===== src/rtl/wb_servo_capture.sv =====
// Wishbone slave measuring RC/servo PWM period and pulse width on two input pins.
// Define SERVO_CAP_IRQ_EN to add the irq output and the IRQEN register at word 5.
module wb_servo_capture #(
   parameter int unsigned PW = 23,
   parameter int unsigned DW = 18
) (
   input  logic        clk,
   input  logic        resetn,
   input  logic        wb_stb_i,
   input  logic        wb_cyc_i,
   output logic        wb_ack_o,
   input  logic        wb_we_i,
   input  logic [31:0] wb_adr_i,
   input  logic [3:0]  wb_sel_i,
   input  logic [31:0] wb_dat_i,
   output logic [31:0] wb_dat_o,
   input  logic        servo_in0,
`ifdef SERVO_CAP_IRQ_EN
   output logic        irq,
`endif
   input  logic        servo_in1
);

   localparam int unsigned CW = (PW > DW) ? PW : DW;
   localparam logic [PW-1:0] CNT_MAX = {PW{1'b1}};
   localparam logic [DW-1:0] WL_MAX  = {DW{1'b1}};

   typedef enum logic [1:0] {ST_IDLE, ST_HIGH, ST_LOW} state_e;

   state_e        state_q [2];
   state_e        state_d [2];
   logic [PW-1:0] cnt_q [2];
   logic [PW-1:0] cnt_d [2];
   logic [PW-1:0] period_q [2];
   logic [PW-1:0] period_d [2];
   logic [DW-1:0] wl_q [2];
   logic [DW-1:0] wl_d [2];
   logic [DW-1:0] width_q [2];
   logic [DW-1:0] width_d [2];
   logic [1:0]    new_q, new_d, ovr_q, ovr_d, tmo_q, tmo_d;
   logic [1:0]    sync1_q, sync2_q, sync3_q, rise_c, fall_c;
   logic          ack_q, acc_c, wr_c;
   logic [31:0]   dat_q, rd_data_c;
   logic [2:0]    reg_sel_c;
   logic [5:0]    w1c_c;
   logic          unused_c;

   assign unused_c  = ^{wb_sel_i, wb_adr_i[31:5], wb_adr_i[1:0], wb_dat_i[31:6]};
   assign rise_c    = sync2_q & ~sync3_q;
   assign fall_c    = ~sync2_q & sync3_q;
   assign acc_c     = wb_stb_i & wb_cyc_i & ~ack_q;
   assign wr_c      = acc_c & wb_we_i;
   assign reg_sel_c = wb_adr_i[4:2];
   assign w1c_c     = (wr_c && reg_sel_c == 3'd4) ? wb_dat_i[5:0] : 6'd0;
   assign wb_ack_o  = wb_stb_i & wb_cyc_i & ack_q;
   assign wb_dat_o  = dat_q;

`ifdef SERVO_CAP_IRQ_EN
   logic [3:0] irqen_q;
   logic       irq_q;
   assign irq = irq_q;

   // Level interrupt from the current flags, masked by IRQEN {TMO1,TMO0,NEW1,NEW0}
   always_ff @(posedge clk or negedge resetn) begin
      if (!resetn) begin
         irqen_q <= 4'd0;
         irq_q   <= 1'b0;
      end else begin
         if (wr_c && reg_sel_c == 3'd5) irqen_q <= wb_dat_i[3:0];
         irq_q <= |({tmo_q, new_q} & irqen_q);
      end
   end
`endif

   // Per-channel measurement FSM; hardware flag sets take priority over W1C
   always_comb begin
      state_d  = state_q;
      cnt_d    = cnt_q;
      wl_d     = wl_q;
      period_d = period_q;
      width_d  = width_q;
      new_d    = new_q & ~w1c_c[1:0];
      ovr_d    = ovr_q & ~w1c_c[3:2];
      tmo_d    = tmo_q & ~w1c_c[5:4];
      for (int ch = 0; ch < 2; ch++) begin
         case (state_q[ch])
            ST_IDLE: begin
               if (rise_c[ch]) begin
                  cnt_d[ch]   = PW'(1);
                  state_d[ch] = ST_HIGH;
               end
            end
            ST_HIGH, ST_LOW: begin
               if (cnt_q[ch] == CNT_MAX) begin
                  tmo_d[ch]   = 1'b1;
                  cnt_d[ch]   = '0;
                  state_d[ch] = ST_IDLE;
               end else begin
                  cnt_d[ch] = cnt_q[ch] + PW'(1);
                  if (state_q[ch] == ST_HIGH) begin
                     if (fall_c[ch]) begin
                        wl_d[ch]    = (CW'(cnt_q[ch]) > CW'(WL_MAX)) ? WL_MAX : DW'(cnt_q[ch]);
                        state_d[ch] = ST_LOW;
                     end
                  end else if (rise_c[ch]) begin
                     period_d[ch] = cnt_q[ch];
                     width_d[ch]  = wl_q[ch];
                     ovr_d[ch]    = ovr_d[ch] | new_q[ch];
                     new_d[ch]    = 1'b1;
                     cnt_d[ch]    = PW'(1);
                     state_d[ch]  = ST_HIGH;
                  end
               end
            end
            default: state_d[ch] = ST_IDLE;
         endcase
      end
   end

   // Register read mux
   always_comb begin
      rd_data_c = 32'd0;
      case (reg_sel_c)
         3'd0: rd_data_c = 32'(period_q[0]);
         3'd1: rd_data_c = 32'(width_q[0]);
         3'd2: rd_data_c = 32'(period_q[1]);
         3'd3: rd_data_c = 32'(width_q[1]);
         3'd4: rd_data_c = 32'({sync2_q, tmo_q, ovr_q, new_q});
`ifdef SERVO_CAP_IRQ_EN
         3'd5: rd_data_c = 32'(irqen_q);
`endif
         default: rd_data_c = 32'd0;
      endcase
   end

   always_ff @(posedge clk or negedge resetn) begin
      if (!resetn) begin
         sync1_q <= 2'd0;
         sync2_q <= 2'd0;
         sync3_q <= 2'd0;
         new_q   <= 2'd0;
         ovr_q   <= 2'd0;
         tmo_q   <= 2'd0;
         ack_q   <= 1'b0;
         dat_q   <= 32'd0;
         for (int ch = 0; ch < 2; ch++) begin
            state_q[ch]  <= ST_IDLE;
            cnt_q[ch]    <= '0;
            wl_q[ch]     <= '0;
            period_q[ch] <= '0;
            width_q[ch]  <= '0;
         end
      end else begin
         sync1_q  <= {servo_in1, servo_in0};
         sync2_q  <= sync1_q;
         sync3_q  <= sync2_q;
         new_q    <= new_d;
         ovr_q    <= ovr_d;
         tmo_q    <= tmo_d;
         ack_q    <= acc_c;
         if (acc_c) dat_q <= rd_data_c;
         state_q  <= state_d;
         cnt_q    <= cnt_d;
         wl_q     <= wl_d;
         period_q <= period_d;
         width_q  <= width_d;
      end
   end

endmodule


===== config.mk =====
export PLATFORM = sky130hd
export DESIGN_NAME = wb_servo_capture
export DESIGN_NICKNAME = d
export VERILOG_FILES = /design/src/rtl/wb_servo_capture.sv
export SDC_FILE = /design/constraint.sdc
export NUM_CORES = 1
export LEC_CHECK = 0
export BUFFER_PORTS_ARGS = -buffer_cell sky130_fd_sc_hd__buf_2
export CAP_MARGIN = 20
export CORE_MARGIN = 5
export CORE_UTILIZATION = 40
export CTS_CLUSTER_SIZE = 10
export DETAILED_ROUTE_END_ITERATION = 10
export GPL_ROUTABILITY_DRIVEN = 0
export GPL_TIMING_DRIVEN = 0
export SETUP_SLACK_MARGIN = 0.5
export SLEW_MARGIN = 25
export SYNTH_ARGS = -nofsm -noshare
export SYNTH_HDL_FRONTEND = slang
export SYNTH_SLANG_ARGS = --single-unit

===== constraint.sdc =====
create_clock -name clk -period 2.2 [get_ports clk]
set_input_delay 0.22 -clock clk [delete_from_list [all_inputs] [get_ports clk]]
set_output_delay 0.22 -clock clk [all_outputs]
set_load 0.01 [all_outputs]

==> results.cfg, run 1 <==
[run_status]
status = completed

[layout]
final_nets = 1104
drive_gt1_share_pct = 47.7
layout-area-overhead-vs-synth_pct = 41.4
design_area_um2 = 13300
fillerInstances = 1849
diodes = 0

[die]
start_util_pct = 40.4
io_pins = 108
fp.dieH_um = 164
num_rows = 56
die_w_um = 164
core_um2 = 23300
dieArea_um2 = 26800

[pwr]
peakVddDrop_v = 0.000595
power.leakage_nw = 6.06
p_per_area_nw_per_um2 = 1060

[global_routing]
antenna_found_initial = 0
grt_usage_pct = 19.0
grt_max_degree = 76
overflow = 0
grt_pass1_vias = 7171
grt_pass1_wl_mm = 40.2

[route]
ant_nets = 0
routed_wirelength_mm = 26.1
remaining_drc_errors = 0
drt_iter0_drc = 446
wl_per_cell_um = 19.4
vias_per_cell = 5.24
vias = 7039
drt-pass1-iter-count = 4

[synth]
yosysTopAreaCell = dfrtp_1
ys.flop_type = dfrtp_1
yosysTopAreaCellShare_pct = 54.1
yosysSeqAreaShare_pct = 54.1
yosysUniqueCellTypes = 57
ys_warn_count = 0
async_flop_share_pct = 100
synth.most_common_cell = dfrtp_1
synth.ff_latch_count = 204
ys_top_cells_by_area = dfrtp_1 54%, mux2_4 6.0%, nor2_1 5.3%
synth_edf_count = 0
netlist_top_cells_count = 204 x dfrtp_1, 133 x nor2_1, 55 x a21oi_1
postSynthCellCount = 818
syn_area_um2 = 9440
avgSynthCellArea_um2 = 11.5

[worst_setup_path]
reg2reg_depth = 7
crit_cells = 7
worst-path-buf-inv = 2
cpPeakStageDelay_ns = 0.42
worstSetupEndpointType = flop
crit_type = flop to flop
crit_path_start_kind = flop
crit_slowest_cell = dfrtp_1
cp_top_family = simple AND/OR/NAND/NOR gates
cp_max_fo = 5
worstPathArrival_ns = 2.32
required_ns = 2.59
crit_path_cell_trace = nand4_1, nor3_4, nand3_4, and3_4, buf_12, clkbuf_16, mux2_4

[clocking]
tritoncts = built
cts_root_buf = clkbuf_16
clock_path_buffers = 3
htree_levels = 1
clock-sinks = 204
cts_buffers = 24
insertion_delay_ns = 0.51
clkTransAtPathRegs_ns = 0.05

[min_path]
hold_class = primary input to flop
hold_depth = 3

[sta]
worst_slack_ns = 0.269
timing.hold.ws_ns = 0.190
fmax_mhz = 518
worst_slew_pin_slew_ns = 0.711
finalCritPeriodShare_pct = 87.8
relSlewSlack_pct = 52.6
timing.setup.tns_ns = 0
finalSetupViolCount = 0
rsz0062_at_grt = true
slew_violations = 0
skew_ns = 0.0110
period_needed_ns = 1.93
hold_viol = 0

[placement]
hpwlAfterDp_mm = 15.6
numPortBuffers = 38
pre_cts_slack_ns = -0.311
placed_area_um2 = 10400

[flow_run]
maxCapViolCount = 0
## layer usage
metal	wire length (um)	global-route usage, %	share of wire (%)	vias up
met4	641	5.03	2.5	0
met2	12200	29.9	47	175
met5	0	0	0	-
met3	1230	3.08	4.7	36
met1	12000	27.6	46	3570
li1	-	-	-	3258
## timing repair
item                                   in CTS  in global routing
endpoints found under the hold margin      62                  0
gates cloned                               10                  5
resized for setup                         163                133
buffers inserted                           68                 36
pin swaps                                  50                 38
setup endpoints to repair                 191                183
hold buffers                                9                  0
## flip-flops by register name (all words and copies together) (netlist names)
| register | cells |
|---|---|
| ovr_q | 2 |
| new_q | 2 |
| ack_q | 1 |
| sync1_q | 2 |
| sync3_q | 2 |
| state_q | 4 |
| cnt_q | 46 |
| wl_q | 36 |
| width_q | 36 |
| tmo_q | 2 |
| period_q | 46 |
| wb_dat_o | 23 |
| sync2_q | 2 |
## cells in the final DEF (no fill, tap or decap), types with 10 or more instances in the layout
cell type / instances
dfrtp_1: 180
buf_2: 38
mux2_4: 79
clkbuf_16: 33
dfrtp_2: 24
a21oi_1: 19
nor2_4: 38
inv_1: 10
buf_6: 23
nor2_2: 16
nor2_1: 80
xor2_1: 24
nand3_1: 21
mux4_2: 10
nand2_1: 38
nand4_1: 21
buf_12: 13
buf_4: 95
a22o_1: 19
a21oi_2: 33
mux2i_1: 21
## final timing paths
kind,startpoint,endpoint,slack (ns)
max,cnt_q[35]$_DFFE_PN0P_,period_q[36]$_DFFE_PN0P_,0.27
min,wb_adr_i[4],wb_dat_o[22]$_DFFE_PN0N_,0.19
max reg2reg,cnt_q[35]$_DFFE_PN0P_,period_q[36]$_DFFE_PN0P_,0.27
min reg2reg,sync1_q[1]$_DFF_PN0_,sync2_q[1]$_DFF_PN0_,0.35
max in group asynchronous,resetn,cnt_q[19]$_DFFE_PN0P_,1.21
min in group asynchronous,resetn,sync1_q[0]$_DFF_PN0_,0.22
## layout make-up
| cell class | instances | area, um^2 | share of cell area [%] |
|---|---|---|---|
| Tap cell | 319 | 399 | 2.99 |
| Clock inverter | 1 | 5.00 | 0.0375 |
| Buffer | 47 | 531 | 3.98 |
| Clock buffer | 28 | 637 | 4.77 |
| Multi-Input combinational cell | 558 | 5010 | 37.6 |
| Sequential cell | 204 | 5130 | 38.5 |
| Inverter | 17 | 67.6 | 0.506 |
| Timing Repair Buffer | 169 | 1560 | 11.7 |
## tightest hold or removal path, stage by stage
cell,delay (ns)
buf_2,0.14
or3_4,0.19
o21ai_0,0.09
## power breakdown
group / total (mW) / leakage (nW) / internal, mW / switching, mW
clock network: 3.42 / 0.316 / 2.00 / 1.41
registers: 5.51 / 2.59 / 4.69 / 0.825
logic: 5.17 / 3.16 / 2.88 / 2.30
## kinds of logic (layout without fill, tap and decap cells)
group | Yosys count | count (layout) | synth area share, %
buf+inv | 64 | 262 | 3.91
simple gates | 274 | 274 | 13.6
mux | 113 | 113 | 15.9
compound gates | 117 | 117 | 8.00
other cells | 1 | 9 | 0.0397
fa+ha+maj | 8 | 8 | 1.06
xor+xnor | 37 | 37 | 3.43
flops | 204 | 204 | 54.1
## through the flow
step | instances | total power [mW] | utilization (%)
after global routing | 1343 | 14.8 | 57.2
final | 1343 | 14.1 | 57.2
after floorplan | 826 | 7.73 | -
after global placement | 1183 | 8.57 | 44.4
after CTS | 1302 | 13.4 | 53.4
after detailed placement | 1186 | 8.66 | 44.7
Power figures use the tool's default switching activity.
==> inputs of run 2 (changes only) <==
--- a/config.mk
+++ b/config.mk
@@ -5,14 +5,14 @@
 export SDC_FILE = /design/constraint.sdc
 export NUM_CORES = 1
 export LEC_CHECK = 0
+export ABC_AREA = 1
 export BUFFER_PORTS_ARGS = -buffer_cell sky130_fd_sc_hd__buf_2
-export CAP_MARGIN = 20
+export CAP_MARGIN = 40
 export CORE_MARGIN = 5
 export CORE_UTILIZATION = 40
 export CTS_CLUSTER_SIZE = 10
 export DETAILED_ROUTE_END_ITERATION = 10
 export GPL_ROUTABILITY_DRIVEN = 0
-export GPL_TIMING_DRIVEN = 0
 export SETUP_SLACK_MARGIN = 0.5
 export SLEW_MARGIN = 25
 export SYNTH_ARGS = -nofsm -noshare
==> run 2 against run 1 <==
Count of clock-buffer cells in the layout increased by 6. Total power decreased by 22%. Sequential power decreased by 23%. Routed wire length increased by 8.9%. Largest power group unchanged. Largest cell class unchanged. Highest routed layer unchanged.
==> results.cfg, run 2 <==
[run_status]
status = completed

[min_path]
hold_depth = 4
holdPathEnd = ovr_q[0]$_DFF_PN0_
hp-start = wb_dat_i[2]
hold_class = primary input to flop

[clocking]
tritoncts = built
clock-sinks = 204
cts_buffers = 25
insertion_delay_ns = 0.51
clkTransAtPathRegs_ns = 0.05
cts_root_buf = clkbuf_16
htree_levels = 1
clock_path_buffers = 3

[placement]
numPortBuffers = 39
hpwlAfterDp_mm = 17.7
placed_area_um2 = 10600

[pwr]
peakVddDrop_v = 0.000553
power.leakage_nw = 6.64
p_per_area_nw_per_um2 = 856

[layout]
diodes = 0
fin_util_pct = 52.8
final_nets = 1465
mostFrequentLayoutCells = 418 x nand2_1, 197 x dfrtp_1, 111 x inv_1, 69 x o21ai_0
layout-area-overhead-vs-synth_pct = 29.4
design_area_um2 = 12900
drive_gt1_share_pct = 26.4
fillerInstances = 2261
reg.largest.list = cnt_q: 46 flops, period_q: 46 flops
layout_commonest_cell = nand2_1

[worst_setup_path]
required_ns = 2.62
worstPathArrival_ns = 2.24
reg2reg_depth = 11
r2r_start = cnt_q[24]$_DFFE_PN0P_
rrSetupSlack_ns = 0.38
rr_endpoint = period_q[29]$_DFFE_PN0P_
cp_max_fo = 15
crit_type = flop to flop
worstSetupEndpointType = flop
crit_path_start_kind = flop

[route]
vias_per_cell = 5.04
drt_iter0_drc = 679
routed_wirelength_mm = 28.4
vias = 8640
ant_nets = 0
dr_wl_met2_mm = 13.2
top_layer_used = met4
wl_met3_mm = 1.22
remaining_drc_errors = 0
wl_per_cell_um = 16.6
drt-pass1-iter-count = 5
wl_met1_mm = 13.4

[die]
num_rows = 57
fp.dieH_um = 168
start_util_pct = 40.8
die_w_um = 168
dieArea_um2 = 28200
io_pins = 108
core_um2 = 24500

[sta]
fmax_mhz = 549
rsz0062_at_grt = true
worst_slew_pin_slew_ns = 0.673
slew_violations = 0
finalCritPeriodShare_pct = 82.8
period_needed_ns = 1.82
skew_ns = 0.00941
timing.setup.tns_ns = 0
hold_viol = 0
relSlewSlack_pct = 55.1
finalSetupViolCount = 0

[synth]
ys_warn_count = 0
yosysTopAreaCell = dfrtp_1
syn_area_um2 = 9980
postSynthCellCount = 1258
synth.most_common_cell = nand2_1
synth_edf_count = 0
async_flop_share_pct = 100
avgSynthCellArea_um2 = 7.93
yosysTopAreaCellShare_pct = 51.2
netlist_top_cells_count = 496 x nand2_1, 204 x dfrtp_1, 120 x inv_1
ys_top_cells_by_area = dfrtp_1 51%, nand2_1 19%, inv_1 4.5%
synth.ff_latch_count = 204
yosysSeqAreaShare_pct = 51.2
ys.flop_type = dfrtp_1
yosysUniqueCellTypes = 36

[global_routing]
grt_pass1_vias = 8303
antenna_found_initial = 0
grt_max_degree = 58
grt_usage_pct = 18.8
overflow = 0
grt_pass1_wl_mm = 43.7

[flow_run]
maxCapViolCount = 0
[run 2: cell types whose count changed after synthesis, moves of 17 or more]
cell,previous run,this run
o21ai_1,0,18
nand2_2,0,18
nand2_1,42,496
o21ai_2,0,17
nand3_1,28,54
inv_1,17,120
a21oi_1,55,7
mux2_2,44,0
a22o_1,19,1
nor2_1,133,80
mux2i_1,21,0
o21ai_0,9,85
mux2_4,38,0
[run 2: layout make-up]
type | instances | area, um^2 | share of cell area (%)
flip-flops and latches | 204 | 5110 | 39.6
multi-input cells | 890 | 4830 | 37.4
repair buffers | 131 | 1280 | 9.92
clock buffers | 34 | 729 | 5.65
inverters | 129 | 532 | 4.12
well taps | 324 | 405 | 3.14
repair inverters | 1 | 16.3 | 0.126
[run 2: worst max-delay path by stage]
| stage | from | end | cells after the start |
|---|---|---|---|
| after floorplan | state_q[3]$_DFFE_PN0P_ | cnt_q[41]$_DFFE_PN0P_ | 9 |
| after global placement | state_q[1]$_DFFE_PN0P_ | cnt_q[14]$_DFFE_PN0P_ | 8 |
| after detailed placement | state_q[0]$_DFFE_PN0P_ | cnt_q[9]$_DFFE_PN0P_ | 8 |
| after CTS | cnt_q[24]$_DFFE_PN0P_ | period_q[43]$_DFFE_PN0P_ | 10 |
| after global routing | cnt_q[24]$_DFFE_PN0P_ | period_q[29]$_DFFE_PN0P_ | 11 |
| final | cnt_q[24]$_DFFE_PN0P_ | period_q[29]$_DFFE_PN0P_ | 11 |
[run 2: cells by family (layout without fill, tap and decap cells)]
kind of cell | Yosys count | count (layout) | share of synthesized area (%)
and+or+nand+nor | 708 | 713 | 29.7
DFF | 204 | 204 | 51.2
buffers and inverters | 177 | 295 | 8.29
AOI/OAI and AO/OA | 140 | 140 | 8.02
xor gates and xnor gates | 20 | 20 | 1.76
adders and majority gates | 8 | 8 | 1.00
other | 1 | 9 | 0.0376
[run 2: timing repair]
action	in CTS	in global routing
gates resized for setup	74	186
endpoints found under the hold margin	86	0
cloned	8	12
endpoints found under the setup margin	167	171
pin swaps	14	52
hold buffers	5	0
buffers inserted	25	20
[run 2: per-stage QoR]
stage | setup WS [ns] | power, mW | hold WS, ns | cells
after global placement | 0.203 | 6.07 | 0.162 | 1609
final | 0.378 | 11.1 | 0.0226 | 1713
after floorplan | 0.513 | 5.56 | -0.0756 | 1266
after global routing | 0.297 | 11.6 | 0.0621 | 1713
after detailed placement | 0.161 | 6.11 | 0.159 | 1609
after CTS | 0.415 | 10.4 | 0.00526 | 1681
[run 2: report_power, final]
part	leakage, nW	switching [mW]	internal (mW)
Combinational	3.51	1.81	1.26
Clock	0.361	1.51	2.26
Sequential	2.77	0.198	4.03
Total	6.64	3.51	7.54
[run 2: routing by layer]
| layer | track usage [%] | vias to the layer above |
|---|---|---|
| li1 | - | 4193 |
| met1 | 27.6 | 4203 |
| met2 | 29.8 | 206 |
| met3 | 2.16 | 38 |
| met4 | 5.12 | 0 |
| met5 | 0 | - |
[run 2: worst max-delay path, stage by stage (launching register included)]
cell and delay (ns):
dfrtp_1 0.36, ha_2 0.19, nand2_2 0.07, nor2_4 0.15
nand2_2 0.08, nor2_4 0.14, nand3_4 0.12, nand3b_4 0.17
buf_4 0.15, buf_16 0.14, nand2_1 0.06, o21ai_0 0.08
==> inputs of run 3 (changes only) <==
==> constraint.sdc (replaced) <==
create_clock -name clk -period 1.9 [get_ports clk]
set_input_delay 0.19 -clock clk [delete_from_list [all_inputs] [get_ports clk]]
set_output_delay 0.19 -clock clk [all_outputs]
set_load 0.01 [all_outputs]
==> run 3 against run 2 <==
Worst setup slack got worse by 0.33 ns. Non-clock buffer count up 18. Hold slack lost 0.011 ns. Sequential power grew 16%. Die area unchanged. Flip-flop and latch count did not move. First-iteration DRC count down 12%. Register-to-register slack got worse by 0.33 ns. Total power rose by 17%. Global-route usage up 0.38 points. Critical endpoint is now period_q[17]$_DFFE_PN0P_.
==> results.cfg, run 3 (synthesis gave the netlist of run 2 again) <==
[global_routing]
grt_usage_pct = 19.2
grt_pass1_vias = 8475
overflow = 0
grt_pass1_wl_mm = 44.5
grt_max_degree = 59
antenna_found_initial = 0

[placement]
hpwlAfterDp_mm = 18.1
numPortBuffers = 39
dp.cells = 1619

[layout]
diodes = 0
reg.largest.list = cnt_q: 46 flops, period_q: 46 flops
layout-area-overhead-vs-synth_pct = 31.6
drive_gt1_share_pct = 27.1
layout_commonest_cell = nand2_1
instances_no_fill = 1728
final_nets = 1482
mostFrequentLayoutCells = 436 x nand2_1, 200 x dfrtp_1, 111 x inv_1, 58 x buf_4, 57 x nor2_1

[worst_setup_path]
crit_path_start_kind = flop
worstSetupEndpointType = flop
rrSetupSlack_ns = 0.05
reg2reg_depth = 9
cp_max_fo = 7
required_ns = 2.29
worstPathArrival_ns = 2.25
crit_type = flop to flop
rr_endpoint = period_q[17]$_DFFE_PN0P_
r2r_start = state_q[0]$_DFFE_PN0P_

[die]
num_rows = 57
die_w_um = 168
fp.dieH_um = 168
core_um2 = 24500
start_util_pct = 40.8
io_pins = 108
dieArea_um2 = 28200

[min_path]
hold_depth = 4
hp-start = wb_dat_i[5]
hold_class = primary input to flop
holdPathEnd = tmo_q[1]$_DFF_PN0_

[sta]
rsz0062_at_grt = true
slew_violations = 0
relSlewSlack_pct = 62.5
period_needed_ns = 1.85
fmax_mhz = 540
hold_viol = 0
skew_ns = 0.0143
finalCritPeriodShare_pct = 97.5
timing.setup.tns_ns = 0
finalSetupViolCount = 0
worst_slew_pin_slew_ns = 0.562

[flow_run]
maxCapViolCount = 0

[route]
vias_per_cell = 5.05
ant_nets = 0
vias = 8719
drt-pass1-iter-count = 5
routed_wirelength_mm = 28.4
drt_iter0_drc = 598
wl_per_cell_um = 16.4
remaining_drc_errors = 0

[pwr]
peakVddDrop_v = 0.000524
p_per_area_nw_per_um2 = 986
power.leakage_nw = 6.63

[clocking]
clock_path_buffers = 3
cts_root_buf = clkbuf_16
clkTransAtPathRegs_ns = 0.06
cts_buffers = 24
htree_levels = 1
clock-sinks = 204
tritoncts = built
insertion_delay_ns = 0.51

[run_status]
status = completed
==> run 3: cell types whose count changed in the layout (fill, tap and decap cells not counted), moves of 4 or more <==
| cell | change |
|---|---|
| o21ai_2 | +9 |
| nand2_1 | +18 |
| o21ai_1 | +7 |
| nand2_2 | -10 |
| nand2_4 | -13 |
| o21ai_0 | -16 |
| buf_4 | +6 |
| buf_12 | +9 |
| nor2_1 | -8 |
| nand3_1 | -4 |
| clkbuf_8 | -7 |
| nor2_2 | +7 |
| clkbuf_1 | +4 |
==> run 3: final cells by class <==
cell class / instances / area, um^2
Timing Repair inverter: 4 / 52.6
Fill cell: 2264 / 11300
Timing Repair Buffer: 149 / 1560
Multi-Input combinational cell: 887 / 4830
Inverter: 129 / 529
Clock buffer: 31 / 648
Sequential cell: 204 / 5110
Tap cell: 324 / 405
==> run 3: repair_timing <==
action,4_1_cts,5_1_grt
resized for setup,113,118
pin swaps,31,20
endpoints found under the setup margin,198,175
cloned,9,10
hold buffers,7,0
endpoints found under the hold margin,58,0
setup buffers,46,6
==> run 3: where the power goes <==
part / internal (mW) / switching [mW]
Sequential: 4.66 / 0.223
Clock: 2.34 / 1.68
Combinational: 1.73 / 2.32
Total: 8.73 / 4.22
==> run 3: critical path, stage by stage, from the launching register on <==
cell and delay, ns:
dfrtp_1 0.42, ha_2 0.25, nor2_1 0.18, inv_1 0.13
nor2_4 0.17, clkinv_4 0.15, buf_12 0.16, buf_16 0.14
nand2_2 0.06, o21ai_2 0.05
==> run 3: how the worst max path moves through the flow <==
stage / startpoint / cells past startpoint / endpoint
5_1_grt: state_q[0]$_DFFE_PN0P_ / 9 / width_q[11]$_DFFE_PN0P_
4_1_cts: cnt_q[1]$_DFFE_PN0P_ / 13 / period_q[7]$_DFFE_PN0P_
3_5_place_dp: cnt_q[24]$_DFFE_PN0P_ / 9 / period_q[28]$_DFFE_PN0P_
6_report: state_q[0]$_DFFE_PN0P_ / 9 / period_q[17]$_DFFE_PN0P_
3_3_place_gp: cnt_q[24]$_DFFE_PN0P_ / 10 / width_q[27]$_DFFE_PN0P_
2_1_floorplan: cnt_q[1]$_DFFE_PN0P_ / 12 / period_q[0]$_DFFE_PN0P_
==> run 3: metrics by stage <==
step	hold slack [ns]	area [um^2]	worst slack (ns)	power [mW]	utilization, %
global placement	0.225	10900	0.0580	7.31	44.4
floorplan	-0.106	10200	0.288	6.77	-
CTS	0.00282	12500	0.185	12.4	51.0
detailed placement	0.226	10900	0.0364	7.35	44.4
finish	0.0113	13100	0.0475	13.0	53.7
global route	0.0305	13100	0.00185	13.6	53.7
==> run 3: metal layers <==
| layer | part of all wire [%] | track usage, % |
|---|---|---|
| met1 | 46 | 27.8 |
| met2 | 47 | 31.3 |
| met3 | 4.7 | 2.30 |
| met4 | 1.9 | 4.09 |
| met5 | 0 | 0 |
